File: config.mk
export PLATFORM = sky130hd
export DESIGN_NAME = apb_reg_slave
export DESIGN_NICKNAME = d
export VERILOG_FILES = /design/src/rtl/apb_reg_slave.sv
export SDC_FILE = /design/constraint.sdc
export NUM_CORES = 1
export LEC_CHECK = 0
export ABC_AREA = 1
export CORE_ASPECT_RATIO = 2
export CORE_UTILIZATION = 65
export CTS_CLUSTER_DIAMETER = 60
export CTS_CLUSTER_SIZE = 24
export DETAILED_ROUTE_END_ITERATION = 8
export DONT_BUFFER_PORTS = 1
export HOLD_SLACK_MARGIN = 0.02
export PLACE_DENSITY = 0.78
export SLEW_MARGIN = 25
export SYNTH_ARGS = -nofsm -noshare
export SYNTH_HDL_FRONTEND = slang
export SYNTH_SLANG_ARGS = --single-unit
File: constraint.sdc
create_clock -name pclk -period 19.1 [get_ports pclk]
set_input_delay 3.82 -clock pclk [delete_from_list [all_inputs] [get_ports pclk]]
set_output_delay 3.82 -clock pclk [all_outputs]
set_load 0.05 [all_outputs]
File: src/rtl/apb_reg_slave.sv
// APB4 slave with a parametrised register bank, wait states and byte strobes.
// Optional error response when APB_SLVERR_EN is defined.
//
// Ports:
//   pclk, preset        clock, async active-high reset
//   psel, penable       APB select / access phase
//   pwrite, paddr       direction and byte address (held setup..completion)
//   pwdata, pstrb       write data and byte-lane strobes (sampled at commit)
//   prdata              registered read data
//   pready, pslverr     completion and error response
//   regs_o              flat register bank, reg i at [i*DATA_WIDTH +: DATA_WIDTH]
module apb_reg_slave #(
  parameter int ADDR_WIDTH  = 32,
  parameter int DATA_WIDTH  = 32,
  parameter int NUM_REGS    = 8,
  parameter int WAIT_STATES = 0
) (
  input  logic                           pclk,
  input  logic                           preset,
  input  logic                           psel,
  input  logic                           penable,
  input  logic                           pwrite,
  input  logic [ADDR_WIDTH-1:0]          paddr,
  input  logic [DATA_WIDTH-1:0]          pwdata,
  input  logic [DATA_WIDTH/8-1:0]        pstrb,
  output logic [DATA_WIDTH-1:0]          prdata,
  output logic                           pready,
  output logic                           pslverr,
  output logic [NUM_REGS*DATA_WIDTH-1:0] regs_o
);

  localparam int NB  = DATA_WIDTH / 8;
  localparam int LSB = $clog2(NB);
  localparam int IW  = $clog2(NUM_REGS);

  localparam logic [ADDR_WIDTH-1:0] AMASK =
    ADDR_WIDTH'(NB - 1);
  localparam logic [ADDR_WIDTH-1:0] ALIM =
    ADDR_WIDTH'(NUM_REGS * NB);

  typedef enum logic [1:0] {
    IDLE,
    WAIT,
    READY
  } state_t;

  state_t          state_q, state_d;
  logic [3:0]      cnt_q, cnt_d;
  logic [IW-1:0]   idx_q;
  logic            wr_q;
  logic            err_q;
  logic [DATA_WIDTH-1:0] bank_q [NUM_REGS];
  logic [DATA_WIDTH-1:0] prdata_q;

  logic            setup;
  logic            bad;
  logic            commit;
  logic            clr_rd;
  logic [IW-1:0]   idx;

  assign idx   = paddr[LSB +: IW];
  assign bad   = (|(paddr & AMASK)) || (paddr >= ALIM);
  assign setup = (state_q == IDLE) && psel && !penable;

  assign commit = (state_q == READY) && psel && penable
                  && pwrite && wr_q && !err_q;

  // read data is dropped when a transfer completes or is aborted
  assign clr_rd = (state_q == READY)
                  || ((state_q == WAIT) && !psel);

  always_comb begin
    state_d = state_q;
    cnt_d   = cnt_q;
    unique case (state_q)
      IDLE: begin
        if (setup) begin
          if (WAIT_STATES == 0) begin
            state_d = READY;
          end else begin
            state_d = WAIT;
            cnt_d   = 4'(WAIT_STATES - 1);
          end
        end
      end
      WAIT: begin
        if (!psel) begin
          state_d = IDLE;
          cnt_d   = '0;
        end else if (cnt_q == '0) begin
          state_d = READY;
        end else begin
          cnt_d = cnt_q - 4'd1;
        end
      end
      READY:   state_d = IDLE;
      default: state_d = IDLE;
    endcase
  end

  always_ff @(posedge pclk or posedge preset) begin
    if (preset) begin
      state_q <= IDLE;
      cnt_q   <= '0;
      idx_q   <= '0;
      wr_q    <= 1'b0;
      err_q   <= 1'b0;
    end else begin
      state_q <= state_d;
      cnt_q   <= cnt_d;
      if (setup) begin
        idx_q <= idx;
        wr_q  <= pwrite;
        err_q <= bad;
      end
    end
  end

  always_ff @(posedge pclk or posedge preset) begin
    if (preset) begin
      prdata_q <= '0;
    end else if (setup) begin
      prdata_q <= (!pwrite && !bad) ? bank_q[idx] : '0;
    end else if (clr_rd) begin
      prdata_q <= '0;
    end
  end

  always_ff @(posedge pclk or posedge preset) begin
    if (preset) begin
      for (int i = 0; i < NUM_REGS; i++) begin
        bank_q[i] <= '0;
      end
    end else if (commit) begin
      for (int k = 0; k < NB; k++) begin
        if (pstrb[k]) begin
          bank_q[idx_q][k*8 +: 8] <= pwdata[k*8 +: 8];
        end
      end
    end
  end

  for (genvar g = 0; g < NUM_REGS; g++) begin : g_regs
    assign regs_o[g*DATA_WIDTH +: DATA_WIDTH] = bank_q[g];
  end

  assign prdata = prdata_q;
  assign pready = (state_q == READY);

`ifdef APB_SLVERR_EN
  assign pslverr = (state_q == READY) && err_q;
`else
  assign pslverr = 1'b0;
`endif

endmodule

### Word-level counts from Yosys, hierarchy flattened

Cells that the tools add are included.

* register bits: 299
* output and inout port bits: 290

* add/subtract/negate cells: 1
* $lt $le $gt $ge: 4
* equal/unequal tests: 5
* muxes and demuxes: 31
* bitwise logic cells: 2
* reductions and logical operators: 23

Operator list (count)
* $mux 256: 7
* $bwmux 256: 4
* $demux 32 s3: 4
* $mux 32: 6
* $bmux 32 s3: 1
* $ge 32x6->1 const B: 1
* $mux 24: 1
* $mux 16: 1
* $logic_and 1x1->1: 10
* $ge 4x4->1 const B: 2
* $mux 4: 2
* $mux 8: 1
* $not 3->4: 2
* $mux 2: 3
* $logic_not 1->1: 5
* $logic_not 4->1: 1
* $lt 4x1->1 const B: 1
* $ne 2x2->1 const B: 2
* $pmux 2 s2: 1
* $reduce_and 2->1: 2
* $sub 4x1->4 const B: 1
* $ne 3x2->1 const B: 1
* $eq 2x1->1 const B: 1
* $eq 2x2->1 const B: 1
* other kinds (4): 5

### Logic depth before layout (Yosys ltp)

Gate-level depths: netlist (run 1).

* depth after elaboration: 16
* gate-level depth with buffers: 10

### Worst setup path after synthesis (run 1)

OpenSTA, ideal clock, no wires.

* path type: input to register
* from: input port penable
* to: register bank_q (netlist bit regs_o[112])
* arrival time: 4829 ps
* data required time: 18981 ps
* slack: 14151 ps
* cell stages on the path: 8
* path through: inv_2 nor2_1 nand4_2 nor2_4 buf_4 nand2_1 nand2_1 nand2_1

* word-level cells in the longest chain between the ends: 4

Ends and longest elaborated chain
* start: declaration: RTL line 21 `input logic penable,`
* $logic_and 1x1->1: RTL line 65 `assign commit = (state_q == READY) && psel && penable`
* $logic_and 1x1->1 (3 in series): RTL line 66 `&& pwrite && wr_q && !err_q;`
* end signal: indexed assignment: RTL line 137 `bank_q[idx_q][k*8 +: 8] <= pwdata[k*8 +: 8];`
* end: declaration: RTL line 52 `logic [DATA_WIDTH-1:0] bank_q [NUM_REGS];`

No other way between the ends.
A chain may end at the register's enable or synchronous reset.

### Worst setup path in the final report (run 1)

* from: input port penable
* to: register bank_q (netlist bit regs_o[87])

Same word-level chain as after synthesis.

==> results of run 1 <==
## power by group through the flow
stage	sequential (mW)	clock (mW)	combinational (mW)
after floorplan	0.677	0	0.0864
after global placement	0.683	0	0.0928
after detailed placement	0.684	0	0.0950
after CTS	0.671	0.370	0.0952
after global routing	0.673	0.392	0.105
final	0.671	0.368	0.0944
## kinds of logic after synthesis
group,Yosys count
other,1
AOI/OAI and AO/OA,5
DFF,294
buffers and inverters,291
and+or+nand+nor,1459
## worst reg2reg max path, cell delays in order (launching register included)
cell and delay (ps):
sky130_fd_sc_hd__dfrtp_1 810, sky130_fd_sc_hd__nand4_2 410, sky130_fd_sc_hd__nor2_4 550, sky130_fd_sc_hd__buf_4 500
sky130_fd_sc_hd__nand2_1 360, sky130_fd_sc_hd__nand2_1 160, sky130_fd_sc_hd__nand2_1 50
## state kept, by name, indices dropped and copies added, names as in the netlist
register and cells:
regs_o 256, prdata 32, idx_q 3, err_q 1, state_q 1, wr_q 1
## through the flow
step                      worst slack, ps  total power [mW]  cell area [sq um]  util, %  hold slack [ps]
final                               13650              1.13              15100     67.9              506
after detailed placement            12910             0.779              14700     65.9              484
after floorplan                      7160             0.763              14800        -              453
after global routing                13240              1.17              15100     67.9              539
after CTS                           13450              1.14              15100     67.9              506
after global placement              12630             0.776              14700     65.8              471
## worst paths after layout
check                                          end                   start  depth (start not counted)
min                               wr_q$_DFFE_PP0P_        wr_q$_DFFE_PP0P_                          2
max                         regs_o[87]$_DFFE_PP0P_                 penable                          8
max reg2reg                 regs_o[87]$_DFFE_PP0P_  state_q[1]$_DFFE_PP0P_                          6
min reg2reg                       wr_q$_DFFE_PP0P_        wr_q$_DFFE_PP0P_                          2
min in group asynchronous  regs_o[148]$_DFFE_PP0P_                  preset                          1
max in group asynchronous  regs_o[164]$_DFFE_PP0P_                  preset                          3
## cells in the mapped netlist
master / n / area [sq um]
sky130_fd_sc_hd__nand2_1: 962 / 3610
sky130_fd_sc_hd__nand3_1: 449 / 2250
sky130_fd_sc_hd__dfrtp_1: 294 / 7360
sky130_fd_sc_hd__inv_1: 140 / 526
sky130_fd_sc_hd__buf_2: 74 / 370
sky130_fd_sc_hd__clkbuf_2: 28 / 140
sky130_fd_sc_hd__nor2_1: 22 / 82.6
sky130_fd_sc_hd__clkbuf_1: 21 / 78.8
sky130_fd_sc_hd__buf_1: 18 / 67.6
sky130_fd_sc_hd__nand2_2: 12 / 75.1
sky130_fd_sc_hd__nor3_4: 7 / 114
sky130_fd_sc_hd__buf_4: 5 / 37.5
sky130_fd_sc_hd__inv_2: 5 / 18.8
sky130_fd_sc_hd__nor2_4: 4 / 45.0
sky130_fd_sc_hd__o21ai_0: 4 / 20.0
sky130_fd_sc_hd__a21oi_1: 1 / 5.00
sky130_fd_sc_hd__conb_1: 1 / 3.75
sky130_fd_sc_hd__nand4_2: 1 / 12.5
sky130_fd_sc_hd__nor3_2: 1 / 10.0
sky130_fd_sc_hd__or2_1: 1 / 6.26
## cell type report
cell class                 instances  share of cell area [%]
clock buffer                      17                    2.82
multi-input combinational       1465                    41.5
sequential                       294                    48.7
tap                              276                    2.29
inverter                         145                    3.67
timing repair buffer              17                   0.870
clock inverter                     2                   0.141
## per-layer routing
metal,wire length [microns],track usage [%],vias up
li1,-,-,6153
met1,15400,43.9,6377
met2,22200,64.3,720
met3,4550,9.85,143
met4,2640,21.8,0
met5,0,0,-
==> results.yml, run 1 <==
layout:
  n_antenna_cell: 0
  final_cell_mix: "sky130_fd_sc_hd__nand2_1 (962), sky130_fd_sc_hd__nand3_1 (449), sky130_fd_sc_hd__dfrtp_1 (294), sky130_fd_sc_hd__inv_1 (137), sky130_fd_sc_hd__nor2_1 (18)"
  final-instance-count-excl-fill: 2216
  fraction_of_layout_instances_using_a_drive_strength_above_1_pct: 3.76
  multi_input_comb_area_sq_um: 6270
  register_area_sq_um: 7360
  fin_nets: 2012
  flow.area_growth_from_synthesis_pct: 1.86
  final.fill_count: 1954
  layout.cells.most_common: "sky130_fd_sc_hd__nand2_1"
sta:
  setup_viol: 0
  timing.clock.skew_ps: 15.6
  timing.slew.headroom_pct: 29.3
  max_clock_freq_mhz: 183
  layout_min_cycle_time_ps: 5450
  worstMarginPinSlew_ps: 1060
  setup_total_negative_slack_ps: 0
  drv_slew: 0
  layout_worst_path_cycle_share_pct: 28.5
  timing.final.hold_violations: 0
  grt_setup_unrepaired: "no"
clock_tree:
  tritoncts_clock_tree: "done"
  ctsLongestPathBuffers: 3
  cts-hold-fix-buffers: 0
  cts_root_buf: "sky130_fd_sc_hd__clkbuf_16"
  cts_inserted_buffers: 16
  clock_sinks: 294
  path_clk_slew_ps: 100
  post-cts-setup-buffers: 0
  postCtsResizedCells: 0
  htreeDepth: 1
  worstSkewPairLatency_ps: 520
global_route:
  grt_use_total_pct: 38.5
  grt_start_max_net_pins: 137
  antenna_found_initial: 0
  grt_pass1_vias: 12600
  globalRoute.totalOverflow: 0
  grt_pass1_wl_microns: 69000
synthesis:
  synth_top_family_by_area: "simple AND/OR/NAND/NOR gates"
  synth_xor_area_share_pct: 0
  synth_compound_gate_area_share_pct: 0.169
  muxShareOfSynthArea_pct: 0
  syn_area_sq_um: 14800
  mean_cell_area_of_the_mapped_netlist_sq_um: 7.23
  ys_seq_area_share_pct: 49.6
  post_synthesis_share_of_cell_area_spent_on_and_or_nand_and_nor_gates_pct: 41.8
  net_count_after_synthesis: 2123
  synthCells: 2050
  yosysWarningCount: 0
  ys_ff_latch: 294
  post_synth_num_cell_types: 20
  post_synth_fa_ha_maj_area_fraction_pct: 0
power:
  power_frac_seq_pct: 59.2
  switching_share_pct: 28.3
  power.ir.vdd_worst_mv: 0.105
  combPwrFrac_pct: 8.3
  pwr_density_cell_nw_per_um2: 75.1
  power.static_leakage_nw: 8.32
  total_switching_power_mw: 0.321
  power_report.internal_total_mw: 0.814
  clock_power_share_pct: 32.5
setup_path:
  startpoint_type_of_the_worst_setup_path: "input pin"
  timing.reg2reg.setup_slack_ps: 16150
  cell_by_cell_listing_of_the_critical_path: "inv_2, nor2_1, nand4_2, nor2_4, buf_4, nand2_1, nand2_1, nand2_1"
  critical_path.slowest_cell: "sky130_fd_sc_hd__nor2_4"
  critical_path.endpoint_type: "register"
  worst_path_dominant_cell_family: "simple AND/OR/NAND/NOR gates"
  path_class: "input pin to register"
  data_required_time_of_the_critical_path_ps: 19510
  timing.critical_path.fanout_max: 47
  timing.critical_path.arrival_ps: 5860
  cpPeakStageDelay_ps: 550
  timing.critical_path.mode_cell: "sky130_fd_sc_hd__nand2_1"
  combined_buffer_and_inverter_count_along_the_critical_path: 2
place:
  place_congestion: 0.893
  post-dp-hpwl_microns: 29900
  dp.cells: 2197
  io_buffers: 0
detailed_routing:
  dr.pass1.iters: 5
  via_count: 13400
  post-route-drc-count: 0
  detailedRoute.firstIterationViolations: 925
  final_antenna_net_count: 0
  drt_wl_total_microns: 44800
  vias_per_cell: 6.04
  wl_per_cell_microns: 20.2
flow_run:
  drv.max_cap_violation_count: 0
floorplanning:
  die-width_microns: 109
  rows: 77
  floorplan.die_area_sq_um: 23500
  die_height_microns: 216
  coreArea_sq_um: 22300
  initial_core_util_pct: 66.6
  top_level_ports: 363
run_status:
  status: "complete, no violations"
worst_hold_path:
  hp-class: "register to register"
(Power assumes the default switching activity.)
==> run 2, diff against run 1 <==
Settings changed: CORE_UTILIZATION 65 to 58, PLACE_DENSITY 0.78 to 0.73.
Clock period 19.1 ns to 4.8 ns, I/O delays scaled along.
==> run 2 against run 1 <==
Compared with the run above: cell count up 3.1%; largest cell class unchanged; count of clock-buffer cells in the layout up 1; wire length up 6.6%; flip-flop and latch count unchanged; clock power rose to 4.3 times the previous value; sequential share of layout area decreased by 0.67 points; combinational power rose to 4.2 times the previous value; via count is 0.13% higher; utilization decreased by 6.7 points; worst setup slack lost 12000 ps.
==> results.yml, run 2 (same netlist as run 1, synthesis figures left out) <==
detailed_routing:
  met2RoutedLength_microns: 23900
  topRoutingLayerUsed: "met4"
  via_count: 13400
  post-route-drc-count: 0
  vias_per_cell: 5.87
  wl_met1_microns: 16600
  drt_wl_total_microns: 47700
  final_antenna_net_count: 0
  detailedRoute.firstIterationViolations: 997
  dr.pass1.iters: 6
  wl_per_cell_microns: 20.9
  detailroute.wirelength.met3_microns: 4330
global_route:
  antenna_found_initial: 1
  grt_use_total_pct: 36.5
  grt_pass1_wl_microns: 73500
  grt_start_max_net_pins: 130
  globalRoute.totalOverflow: 0
  grt_pass1_vias: 12900
clock_tree:
  ctsLongestPathBuffers: 3
  path_clk_slew_ps: 100
  clock_sinks: 294
  cts-hold-fix-buffers: 0
  tritoncts_clock_tree: "done"
  post-cts-setup-buffers: 0
  htreeDepth: 1
  cts_inserted_buffers: 16
  postCtsResizedCells: 0
  cts_root_buf: "sky130_fd_sc_hd__clkbuf_16"
  worstSkewPairLatency_ps: 510
layout:
  fin_nets: 2018
  layout.cells.most_common: "sky130_fd_sc_hd__nand2_1"
  final_cell_mix: "sky130_fd_sc_hd__nand2_1 (962), sky130_fd_sc_hd__nand3_1 (449), sky130_fd_sc_hd__dfrtp_1 (294), sky130_fd_sc_hd__inv_1 (137), sky130_fd_sc_hd__buf_4 (19)"
  largest_register_ff_count: 256
  final.fill_count: 2384
  flow.area_growth_from_synthesis_pct: 3.27
  multi_input_comb_area_sq_um: 6270
  fraction_of_layout_instances_using_a_drive_strength_above_1_pct: 4.11
  register_area_sq_um: 7360
floorplanning:
  coreArea_sq_um: 25000
  initial_core_util_pct: 59.2
  rows: 82
  die-width_microns: 115
  die_height_microns: 228
  floorplan.die_area_sq_um: 26200
  top_level_ports: 363
place:
  place_congestion: 0.896
  post-dp-hpwl_microns: 31900
  io_buffers: 0
setup_path:
  timing.critical_path.arrival_ps: 3180
  worst_r2r_path_depth: 5
  timing.reg2reg.setup_slack_ps: 2050
  path_class: "register to register"
  cp-startpoint: "state_q[1]$_DFFE_PP0P_"
  startpoint_type_of_the_worst_setup_path: "register"
  data_required_time_of_the_critical_path_ps: 5230
  worstReg2RegStart: "state_q[1]$_DFFE_PP0P_"
  timing.critical_path.fanout_max: 41
  critical_path.endpoint_type: "register"
sta:
  timing.slew.headroom_pct: 30.4
  layout_min_cycle_time_ps: 2750
  timing.clock.skew_ps: 24.3
  drv_slew: 0
  grt_setup_unrepaired: "no"
  layout_worst_path_cycle_share_pct: 57.3
  max_clock_freq_mhz: 364
  worstMarginPinSlew_ps: 1040
  setup_viol: 0
  worst_hold_slack_ps: 403
  timing.final.hold_violations: 0
run_status:
  status: "complete, no violations"
power:
  power.static_leakage_nw: 8.38
  pwr_density_cell_nw_per_um2: 303
  fin_total_pwr_mw: 4.64
  power.ir.vdd_worst_mv: 0.412
flow_run:
  drv.max_cap_violation_count: 0
worst_hold_path:
  hp-class: "input pin to asynchronous set/reset pin"
[run 2: through the flow]
stage	area (sq um)	TNS (ps)	cells	worst slack [ps]	utilization (%)
finish	15300	0	2285	2050	61.2
global placement	14800	0	2261	1820	59.0
global route	15300	0	2285	1870	61.2
floorplan	14800	-18560	2050	-63.1	-
CTS	15300	0	2283	2000	61.1
detailed placement	14800	0	2262	1750	59.1
[run 2: cell type report]
| class | instances | area share [%] |
|---|---|---|
| Clock inverter | 3 | 0.466 |
| Timing Repair Buffer | 23 | 1.40 |
| Antenna cell | 1 | 0.0163 |
| Clock buffer | 18 | 2.80 |
| Sequential cell | 294 | 48.0 |
| Tap cell | 336 | 2.75 |
| Inverter | 145 | 3.60 |
| Multi-Input combinational cell | 1465 | 40.9 |
[run 2: path summary, 6_finish.rpt]
| path | end |
|---|---|
| max reg2reg | regs_o[161]$_DFFE_PP0P_ |
| min in group pclk | err_q$_DFFE_PP0P_ |
| min reg2reg | err_q$_DFFE_PP0P_ |
| min | wr_q$_DFFE_PP0P_ |
| max in group asynchronous | regs_o[207]$_DFFE_PP0P_ |
| max | regs_o[161]$_DFFE_PP0P_ |
[run 2: power by group]
part	switching, mW	total, mW	internal, mW
clock network	0.822	1.58	0.756
logic	0.302	0.392	0.0893
registers	0.165	2.67	2.51
[run 2: worst max-delay path: stages, from the launching register on]
cell and delay (ps):
sky130_fd_sc_hd__dfrtp_1 740, sky130_fd_sc_hd__nand4_2 390, sky130_fd_sc_hd__nor2_4 750, sky130_fd_sc_hd__buf_4 510
sky130_fd_sc_hd__nand3_1 150, sky130_fd_sc_hd__nand2_1 90
[run 2: per-layer routing]
metal | vias to the layer above | track usage (%)
li1 | 6176 | -
met1 | 6332 | 41.8
met2 | 734 | 61.1
met3 | 169 | 8.63
met4 | 0 | 21.8
met5 | - | 0
==> run 3, diff against run 2 <==
Clock period 4.8 ns to 2.5 ns, I/O delays scaled along.
==> run 3 against run 2 <==
Compared with the run above: worst setup slack lost 1600 ps; wire length grew 0.75%; global-route usage grew 0.51 points; die area is the same; clock skew shrank 13 ps; utilization grew 1.1 points; sequential share of layout area shrank 0.88 points; clock power grew 80%; cell count grew 1.2%; via count grew 1.2%; critical endpoint is now regs_o[153]$_DFFE_PP0P_.
==> results.yml, run 3 (same netlist as run 1, synthesis figures left out) <==
layout:
  final_cell_mix: "sky130_fd_sc_hd__nand2_1 (962), sky130_fd_sc_hd__nand3_1 (449), sky130_fd_sc_hd__dfrtp_1 (294), sky130_fd_sc_hd__inv_1 (137), sky130_fd_sc_hd__buf_4 (37)"
  flow.area_growth_from_synthesis_pct: 5.19
  fin_nets: 2046
  fraction_of_layout_instances_using_a_drive_strength_above_1_pct: 5.42
  largest_register_ff_count: 256
  layout.cells.most_common: "sky130_fd_sc_hd__nand2_1"
  final-instance-count-excl-fill: 2312
  fin_util_pct: 62.3
global_route:
  grt_start_max_net_pins: 130
  globalRoute.totalOverflow: 0
  grt_use_total_pct: 37.0
  antenna_found_initial: 1
  grt_pass1_wl_microns: 74800
  grt_pass1_vias: 13000
clock_tree:
  ctsLongestPathBuffers: 3
  htreeDepth: 1
  clock_sinks: 294
  cts-hold-fix-buffers: 1
  path_clk_slew_ps: 100
  cts_root_buf: "sky130_fd_sc_hd__clkbuf_16"
  post-cts-setup-buffers: 0
  tritoncts_clock_tree: "done"
  cts_inserted_buffers: 16
  worstSkewPairLatency_ps: 520
  postCtsResizedCells: 0
detailed_routing:
  post-route-drc-count: 0
  dr.pass1.iters: 5
  detailedRoute.firstIterationViolations: 1056
  drt_wl_total_microns: 48100
  via_count: 13600
  final_antenna_net_count: 0
  vias_per_cell: 5.87
  wl_per_cell_microns: 20.8
setup_path:
  critical_path.endpoint_type: "register"
  timing_endpoint_of_the_critical_path: "regs_o[153]$_DFFE_PP0P_"
  worstReg2RegStart: "err_q$_DFFE_PP0P_"
  end_of_the_worst_register_to_register_path: "regs_o[153]$_DFFE_PP0P_"
  data_required_time_of_the_critical_path_ps: 2910
  cp-startpoint: "err_q$_DFFE_PP0P_"
  timing.reg2reg.setup_slack_ps: 430
  timing.critical_path.fanout_max: 26
  worst_r2r_path_depth: 6
  path_class: "register to register"
  timing.critical_path.arrival_ps: 2480
  startpoint_type_of_the_worst_setup_path: "register"
place:
  io_buffers: 0
  dp_slack_ps: 301
  dp.cells: 2290
  place_congestion: 0.880
  post-dp-hpwl_microns: 33200
floorplanning:
  die_height_microns: 228
  die-width_microns: 115
  initial_core_util_pct: 59.2
  rows: 82
  coreArea_sq_um: 25000
  top_level_ports: 363
  floorplan.die_area_sq_um: 26200
power:
  fin_total_pwr_mw: 8.80
  pwr_density_cell_nw_per_um2: 564
  power.static_leakage_nw: 8.53
  power.ir.vdd_worst_mv: 0.790
sta:
  timing.final.hold_violations: 0
  setup_viol: 0
  drv_slew: 0
  timing.slew.headroom_pct: 57.6
  timing.clock.skew_ps: 11.4
  worstMarginPinSlew_ps: 637
  max_clock_freq_mhz: 482
  final.setup.worst_slack_ps: 427
  layout_min_cycle_time_ps: 2070
  layout_worst_path_cycle_share_pct: 82.9
  grt_setup_unrepaired: "no"
worst_hold_path:
  hp-class: "input pin to register"
run_status:
  status: "complete, no violations"
flow_run:
  drv.max_cap_violation_count: 0
-- run 3: layer usage --
layer | global-route usage (%) | share of wire (%) | vias to the layer above
met4 | 19.8 | 5.8 | 0
li1 | - | - | 6234
met1 | 43.2 | 35 | 6459
met3 | 8.18 | 9.0 | 174
met2 | 62.6 | 50 | 702
met5 | 0 | 0 | -
-- run 3: final cells by class --
| cell class | count | area (sq um) |
|---|---|---|
| Tap cell | 336 | 420 |
| Sequential cell | 294 | 7360 |
| Fill cell | 2376 | 9440 |
| Multi-Input combinational cell | 1465 | 6270 |
| Clock inverter | 3 | 25.0 |
| Clock buffer | 17 | 425 |
| Timing Repair Buffer | 51 | 548 |
| Inverter | 145 | 551 |
| Antenna cell | 1 | 2.50 |
-- run 3: how the worst min path moves through the flow --
stage	start	end	depth (start not counted)
floorplan	wr_q$_DFFE_PP0P_	wr_q$_DFFE_PP0P_	2
global placement	preset	wr_q$_DFFE_PP0P_	1
detailed placement	preset	wr_q$_DFFE_PP0P_	1
CTS	pwdata[5]	regs_o[37]$_DFFE_PP0P_	2
global route	pwdata[7]	regs_o[135]$_DFFE_PP0P_	2
finish	pwdata[4]	regs_o[164]$_DFFE_PP0P_	2
-- run 3: critical path, stage by stage (launching register included) --
cell and delay [ps]:
sky130_fd_sc_hd__dfrtp_1 390, sky130_fd_sc_hd__nor2_1 140, sky130_fd_sc_hd__nand4_2 290, sky130_fd_sc_hd__nor2_4 550
sky130_fd_sc_hd__nand2_1 390, sky130_fd_sc_hd__nand2_1 140, sky130_fd_sc_hd__nand2_1 70
-- run 3: power by group --
part           switching [mW]  internal, mW
Sequential              0.314          4.82
Clock                    1.60          1.24
Combinational           0.595         0.227
Total                    2.51          6.29
-- run 3: metrics by stage --
| step | instance area, sq um | setup TNS (ps) | hold WS, ps |
|---|---|---|---|
| floorplan | 14800 | -559520 | 453 |
| finish | 15600 | 0 | 110 |
| detailed placement | 15100 | 0 | 319 |
| CTS | 15600 | 0 | 102 |
| global route | 15600 | 0 | 107 |
| global placement | 15100 | 0 | 317 |
